==> config.mk <==
export PLATFORM = sky130hd
export DESIGN_NAME = serv_rf_ram_bridge
export DESIGN_NICKNAME = d
export VERILOG_FILES = /design/src/rtl/serv_rf_ram_bridge.sv
export SDC_FILE = /design/constraint.sdc
export NUM_CORES = 1
export LEC_CHECK = 0
export BUFFER_PORTS_ARGS = -buffer_cell sky130_fd_sc_hd__buf_2
export CAP_MARGIN = 20
export CORE_ASPECT_RATIO = 0.6
export CORE_UTILIZATION = 30
export DETAILED_ROUTE_END_ITERATION = 7
export MAX_ROUTING_LAYER = met4
export SETUP_SLACK_MARGIN = 0.2
export SYNTH_ARGS = -nofsm -noshare
export SYNTH_HDL_FRONTEND = slang
export SYNTH_SLANG_ARGS = --single-unit
==> constraint.sdc <==
create_clock -name clk -period 6.6 [get_ports clk]
set_input_delay 1.32 -clock clk [delete_from_list [all_inputs] [get_ports clk]]
set_output_delay 1.32 -clock clk [all_outputs]
set_load 0.05 [all_outputs]
==> src/rtl/serv_rf_ram_bridge.sv <==
// serv_rf_ram_bridge: streams W-bit register-file beats to and from a single-port RW-wide RAM
module serv_rf_ram_bridge #(
   parameter int W = 8,
   parameter int RW = 32,
   parameter int WITH_CSR = 1,
   localparam int RATIO = RW / W,
   localparam int WPR = 32 / RW,
   localparam int RA = 5 + WITH_CSR,
   localparam int AW = $clog2((32 + 4 * WITH_CSR) * WPR)
) (
   input  logic          clk,
   input  logic          i_rst,
   input  logic          i_rreq,
   output logic          o_ready,
   input  logic          i_cnt_en,
   input  logic [RA-1:0] i_rreg0,
   input  logic [RA-1:0] i_rreg1,
   input  logic [RA-1:0] i_wreg0,
   input  logic [RA-1:0] i_wreg1,
   input  logic          i_wen0,
   input  logic          i_wen1,
   input  logic [W-1:0]  i_wdata0,
   input  logic [W-1:0]  i_wdata1,
   output logic [W-1:0]  o_rdata0,
   output logic [W-1:0]  o_rdata1,
   output logic [AW-1:0] o_addr,
   output logic          o_ren,
   output logic          o_wen,
   output logic [RATIO-1:0] o_wmask,
   output logic [RW-1:0] o_wdata,
   input  logic [RW-1:0] i_ramrdata
);
   localparam int BW = $clog2(RATIO);
   localparam int LW = $clog2(WPR);
   localparam int KW = LW > 0 ? LW : 1;

   typedef enum logic [2:0] {IDLE, PRE0, PRE1, RUN, FLUSH0, FLUSH1} state_t;
   state_t state;

   logic [BW-1:0] b;
   logic [KW-1:0] k;
   logic [RW-1:0] cur0, cur1, nxt0, nxt1, wb0, wb1, hb0, hb1, wb0_n, wb1_n;
   logic [RATIO-1:0] wm0, wm1, hm0, hm1, wm0_n, wm1_n, mask;
   logic byp, cap0, cap1, pend, beat, wrap, more, last;

   function automatic logic [AW-1:0] ra(input logic [RA-1:0] r, input logic [KW-1:0] i);
      return (AW'(r) << LW) | AW'(i);
   endfunction

   assign beat = state == RUN && i_cnt_en;
   assign wrap = beat && b == BW'(RATIO - 1);
   assign more = k != KW'(WPR - 1);
   assign last = wrap && !more;
   assign o_rdata0 = cur0[b*W +: W];
   assign o_rdata1 = byp ? i_ramrdata[b*W +: W] : cur1[b*W +: W];

   // write buffers with the current beat's lane merged in
   always_comb begin
      wb0_n = wb0;
      wb1_n = wb1;
      wm0_n = wm0;
      wm1_n = wm1;
      wb0_n[b*W +: W] = i_wdata0;
      wb1_n[b*W +: W] = i_wdata1;
      wm0_n[b] = i_wen0;
      wm1_n[b] = i_wen1;
   end

   // RAM slot schedule: prefetch reads early in a word, write back the previous word later
   always_comb begin
      o_ren = 1'b0;
      o_addr = '0;
      o_wdata = hb0;
      mask = '0;
      case (state)
         PRE0: begin o_ren = 1'b1; o_addr = ra(i_rreg0, '0); end
         PRE1: begin o_ren = 1'b1; o_addr = ra(i_rreg1, '0); end
         RUN: if (i_cnt_en) begin
            if (b == BW'(0) && more) begin o_ren = 1'b1; o_addr = ra(i_rreg0, k + 1'b1); end
            else if (b == BW'(1) && more) begin o_ren = 1'b1; o_addr = ra(i_rreg1, k + 1'b1); end
            else if (b == BW'(2) && k != '0) begin o_addr = ra(i_wreg0, k - 1'b1); mask = hm0; end
            else if (b == BW'(3) && k != '0) begin o_addr = ra(i_wreg1, k - 1'b1); o_wdata = hb1; mask = hm1; end
         end
         FLUSH0: begin o_addr = ra(i_wreg0, KW'(WPR - 1)); mask = hm0; end
         FLUSH1: begin o_addr = ra(i_wreg1, KW'(WPR - 1)); o_wdata = hb1; mask = hm1; end
         default: ;
      endcase
      o_ren = o_ren && !i_rst;
      o_wen = |mask && !i_rst;
      o_wmask = o_wen ? mask : '0;
   end

   // control FSM: sequencing, beat/word counters, capture strobes and ready
   always_ff @(posedge clk) begin
      if (i_rst) begin
         state <= IDLE;
         o_ready <= 1'b0;
         b <= '0;
         k <= '0;
         pend <= 1'b0;
         byp <= 1'b0;
         cap0 <= 1'b0;
         cap1 <= 1'b0;
      end else begin
         byp <= state == PRE1;
         cap0 <= beat && b == BW'(0) && more;
         cap1 <= beat && b == BW'(1) && more;
         if (beat) b <= b + 1'b1;
         if (wrap) k <= more ? k + 1'b1 : '0;
         case (state)
            IDLE: if (i_rreq) state <= PRE0;
            PRE0: state <= PRE1;
            PRE1: begin state <= RUN; o_ready <= 1'b1; end
            RUN: if (last) begin state <= FLUSH0; o_ready <= 1'b0; end
            FLUSH0: begin state <= FLUSH1; pend <= i_rreq; end
            FLUSH1: begin state <= (pend || i_rreq) ? PRE0 : IDLE; pend <= 1'b0; end
            default: state <= IDLE;
         endcase
      end
   end

   // datapath: read word capture, prefetch hand-over and write double-buffering
   always_ff @(posedge clk) begin
      if (state == PRE1) cur0 <= i_ramrdata;
      if (byp) cur1 <= i_ramrdata;
      if (cap0) nxt0 <= i_ramrdata;
      if (cap1) nxt1 <= i_ramrdata;
      if (beat) begin
         wb0 <= wb0_n;
         wb1 <= wb1_n;
         wm0 <= wm0_n;
         wm1 <= wm1_n;
      end
      if (wrap) begin
         cur0 <= nxt0;
         cur1 <= nxt1;
         hb0 <= wb0_n;
         hb1 <= wb1_n;
         hm0 <= wm0_n;
         hm1 <= wm1_n;
      end
   end
endmodule
* Yosys cells after proc, flatten, opt, wreduce, memory -nomap -nowiden *
Cells that the tools add are included.

storage, ports and cells
  flip-flop bits (word level) = 283
  input bits = 78
  output and inout bits = 61
  word-level logic and storage cells = 115

cells by class
  add/subtract/negate cells = 4
  $lt $le $gt $ge = 2
  eq/ne operators = 10
  shift operators = 6
  muxes and demuxes = 42
  bitwise logic cells = 4
  reduce and logical (&&, ||, !) cells = 27

operators by type and width
  operator                   count
  $mux W32                   9
  $shiftx A32 B6 Y8          3
  $shiftx A8 B34 Y32         2
  $bwmux W32                 2
  $pmux W32 S2               1
  $neg A5 Y34                1
  $shift A8 B34 Y32 const A  1
  $mux W6                    5
  $pmux W6 S5                1
  $mux W4                    6
  $or A6 B1 Y6               4
  $pmux W3 S6                1
  $logic_and A1 B1 Y1        14
  $pmux W4 S3                1
  $bwmux W4                  2
  $mux W8                    1
  $reduce_bool A2 Y1         4
  $mux W1                    7
  $eq A3 B2 Y1 const B       2
  $eq A3 B3 Y1 const B       2
  $mux W3                    2
  $pmux W1 S2                3
  $eq A2 B2 Y1 const B       2
  $ne A2 B2 Y1 const B       2
  other kinds (15)           17

* Logic depth before layout (Yosys ltp) *
  word-level depth = 11
  mapped depth = 10
  depth with buffers taken out = 5

* Worst setup path before layout *
No wires, ideal clock.

  path kind = input to register
  start = input i_cnt_en
  end = register hb0[0], enable pin
  setup time = 0.426 ns
  arrival time = 4.258 ns
  data required time = 6.174 ns
  path slack = 1.916 ns
  stages on the path = 5
  path buffers = 2
  cell sequence = and4b_1 buf_2 nand2_2 buf_2 inv_1

on the way
  cells in the longest elaborated chain, start to end = 2

ends and longest elaborated chain
  element               RTL line  text
  from (decl)           15        input logic i_cnt_en,
  $logic_and A1 B1 Y1   50        assign beat = state == RUN && i_cnt_en;
  net beat              44        logic byp, cap0, cap1, pend, beat, wrap, more, last;
  $logic_and A1 B1 Y1   51        assign wrap = beat && b == BW'(RATIO - 1);
  to (signal assigned)  137       hb0 <= wb0_n;
  to (decl)             42        logic [RW-1:0] cur0, cur1, nxt0, nxt1, wb0, wb1, hb0, hb1, wb0_n, wb1_n;

The timed path passes the listed nets, and every way through them passes these cells.
A chain may end at the register's enable or synchronous reset.

* Worst setup path in the final report *
  start = register state[2]
  end = output o_wdata[23]

on the way
  cells in the longest elaborated chain, start to end = 2
  elaborated cells on any way between the ends = 3
  classes of those cells = eq/ne (2); mux (1)

ends and longest elaborated chain
  element                                              RTL line  text
  from (decl)                                          38        state_t state;
  from (signal assigned)                               96        state <= IDLE;
  from (signal assigned)                               111       IDLE: if (i_rreq) state <= PRE0;
  from (signal assigned)                               112       PRE0: state <= PRE1;
  $eq A3 B3 Y1 / $eq A3 B2 Y1 (equally long branches)  75        case (state)
  $pmux W32 S2 *                                       75
  to (decl)                                            30        output logic [RW-1:0] o_wdata,

Every way passes the cells marked *; elsewhere a longest branch is shown, timed or not.

==> flow_summary.toml <==
[outcome]
outcome = "finished clean"

[clock_network]
holdBufCountCts = 0
clk_path_buf_depth = 3
h-tree-depth = 1
clkLatencyLatePin_ns = 0.50
numClockSinks = 216
cts_tree = "built"
clockRootBuffer = "clkbuf_16"
cts_setup_buffers = 0
cts_buffers = 22
cts_resized = 0
clkTransAtPathRegs_ns = 0.06

[route]
finalWirelength_mm = 21.4
wl_per_cell_um = 17.9
ant_nets = 0
dr_total_vias = 5475
via_per_inst = 4.58
firstDrtPassIters = 7
drt-initial-drc-count = 452
drc = 0

[floorplan]
fp.dieH_um = 139
io_pins = 139
start_util_pct = 30.8
die-area_um2 = 31800
coreArea_um2 = 30200
die_x_um = 230
num_rows = 49

[synthesis]
synth_cells = 638
synth_cell_type_count = 37
syn_area_um2 = 9320
synth-warning-count = 0
avgSynthCellArea_um2 = 14.6
synthFlopType = "edfxtp_1"
ys_async_sr_fraction_pct = 0
synth_edf_count = 208
yosysSeqAreaShare_pct = 68.8
ys_ff_latch = 216
synth.net_count = 723

[power]
ir_drop_mv = 0.137
power_w = 0.00297
power_density_nw_per_um2 = 269
p_clk_share_pct = 40.6
p_leak_nw = 4.07
combPwrFrac_pct = 7.2
switching_power_w = 0.000655
p_sw_share_pct = 22.0
p_int_w = 0.00232
sequentialPowerShare_pct = 52.3

[timing]
rsz0062_at_grt = "no"
fin_crit_sh_pct = 60.0
max_clock_freq_ghz = 0.252
worst_slew_pin_slew_ns = 1.05
period_needed_ns = 3.96
setup-tns-final_ns = 0
slew-limit-headroom_pct = 30.3
setup_viol = 0
fin_skew_ns = 0.0124
finalHoldViolCount = 0
slew_viol_final = 0

[layout]
nFillCells = 2858
mostFrequentLayoutCells = "edfxtp_1, buf_2, nand2_1"
drive_gt1_share_pct = 30.0
layout_commonest_cell = "edfxtp_1"
area_growth_pct = 18.8
num_antenna_cells = 0
num-nets-final = 859
instances_no_fill = 1195

[grt]
overflow = 0
first_global_vias = 5511
grt_max_degree = 75
grt.total_usage_pct = 13.9
grt_pass1_wl_mm = 33.2
antenna_found_initial = 0

[critical_path]
worstPathRequired_ns = 5.28
cp_max_fo = 32
crit_type = "flop to output pin"
start_kind = "flop"
crit_arrival_ns = 2.64
cp-end-kind = "output pin"

[place]
gp_congestion = 0.752
placed_cells = 1157
dp_hpwl_mm = 13.5
port_buffers = 138

[job]
drv_cap = 0

[hold_path]
hp-class = "flop to flop"
-- cells in the mapped netlist, types with 2 or more instances --
master	count	area share, %
a21oi_1	5	0.27
a22oi_1	5	0.40
a41oi_1	2	0.19
and2_1	32	2.1
and4b_1	2	0.21
and4bb_2	3	0.40
buf_2	10	0.54
buf_4	4	0.32
buf_6	5	0.60
clkbuf_1	7	0.28
clkbuf_2	6	0.32
dfxtp_1	8	1.7
edfxtp_1	208	67
ha_1	7	0.94
inv_1	67	2.7
mux2_2	41	5.0
mux2i_1	10	1.1
mux4_1	12	3.4
mux4_2	12	2.9
nand2_1	92	3.7
nand2_2	2	0.13
nand2b_1	5	0.34
nor2_1	8	0.32
nor2b_1	2	0.13
o21ai_0	65	3.5
o21ai_1	3	0.16
o22ai_1	5	0.34
-- layer usage --
metal	wire, um	track usage (%)
met1	10900	20.8
met2	9260	19.8
met3	903	2.21
met4	366	2.53
met5	0	-
-- final cells by class --
| cell class | count | area (um2) | share of cell area, % |
|---|---|---|---|
| Tap cell | 408 | 510 | 4.61 |
| Sequential cell | 216 | 6410 | 57.9 |
| Timing Repair Buffer | 145 | 756 | 6.83 |
| Clock inverter | 12 | 100 | 0.904 |
| Inverter | 68 | 255 | 2.31 |
| Clock buffer | 25 | 583 | 5.27 |
| Multi-Input combinational cell | 321 | 2460 | 22.2 |
-- power groups by stage --
| stage | Clock [W] | Sequential, W | Combinational, W |
|---|---|---|---|
| 3_3_place_gp | 0 | 0.00158 | 0.000210 |
| 6_report | 0.00121 | 0.00155 | 0.000213 |
| 5_1_grt | 0.00129 | 0.00156 | 0.000232 |
| 3_5_place_dp | 0 | 0.00158 | 0.000213 |
| 4_1_cts | 0.00125 | 0.00155 | 0.000213 |
| 2_1_floorplan | 0 | 0.00158 | 0.000146 |
-- cell families after synthesis --
logic type	after synthesis	share of synthesized area [%]
AO/OA/AOI/OAI	89	5.18
XOR/XNOR	1	0.0940
adder cells (fa/ha/maj)	7	0.940
buffers and inverters	101	5.02
flip-flops	216	68.8
multiplexers	75	12.3
AND/OR/NAND/NOR	149	7.69
-- through the flow --
| step | instance area, um2 | utilization, % | setup WS (ns) | hold slack (ns) |
|---|---|---|---|---|
| 4_1_cts | 11100 | 36.6 | 2.57 | 0.453 |
| 3_5_place_dp | 10400 | 34.3 | 2.99 | 0.444 |
| 6_report | 11100 | 36.6 | 2.64 | 0.456 |
| 3_3_place_gp | 10400 | 34.3 | 3.01 | 0.447 |
| 2_1_floorplan | 9320 | - | 1.92 | 0.429 |
| 5_1_grt | 11100 | 36.6 | 2.42 | 0.482 |
-- flip-flops by register name (all words and copies together), names as in the netlist --
signal / flops
cur0: 32
cur1: 32
hb0: 32
hb1: 32
wb0: 32
wb1: 32
hm0: 4
hm1: 4
wm0: 4
wm1: 4
state: 3
b: 2
byp: 1
o_ready: 1
pend: 1
-- final timing paths --
check	end	slack (ns)	depth (start not counted)	startpoint
hold reg to reg	pend	0.46	2	pend
hold / removal	pend	0.46	2	pend
setup reg to reg	wb1[15]	3.44	4	b[0]
setup / recovery	o_wdata[23]	2.64	4	state[2]
-- critical path: stages (launching register included) --
cell     delay (ns)
dfxtp_1        0.57
nor2b_4        0.29
nand2_2        0.55
mux2_2         0.50
buf_2          0.21
Note: power is estimated with default switching activity, not from simulation.
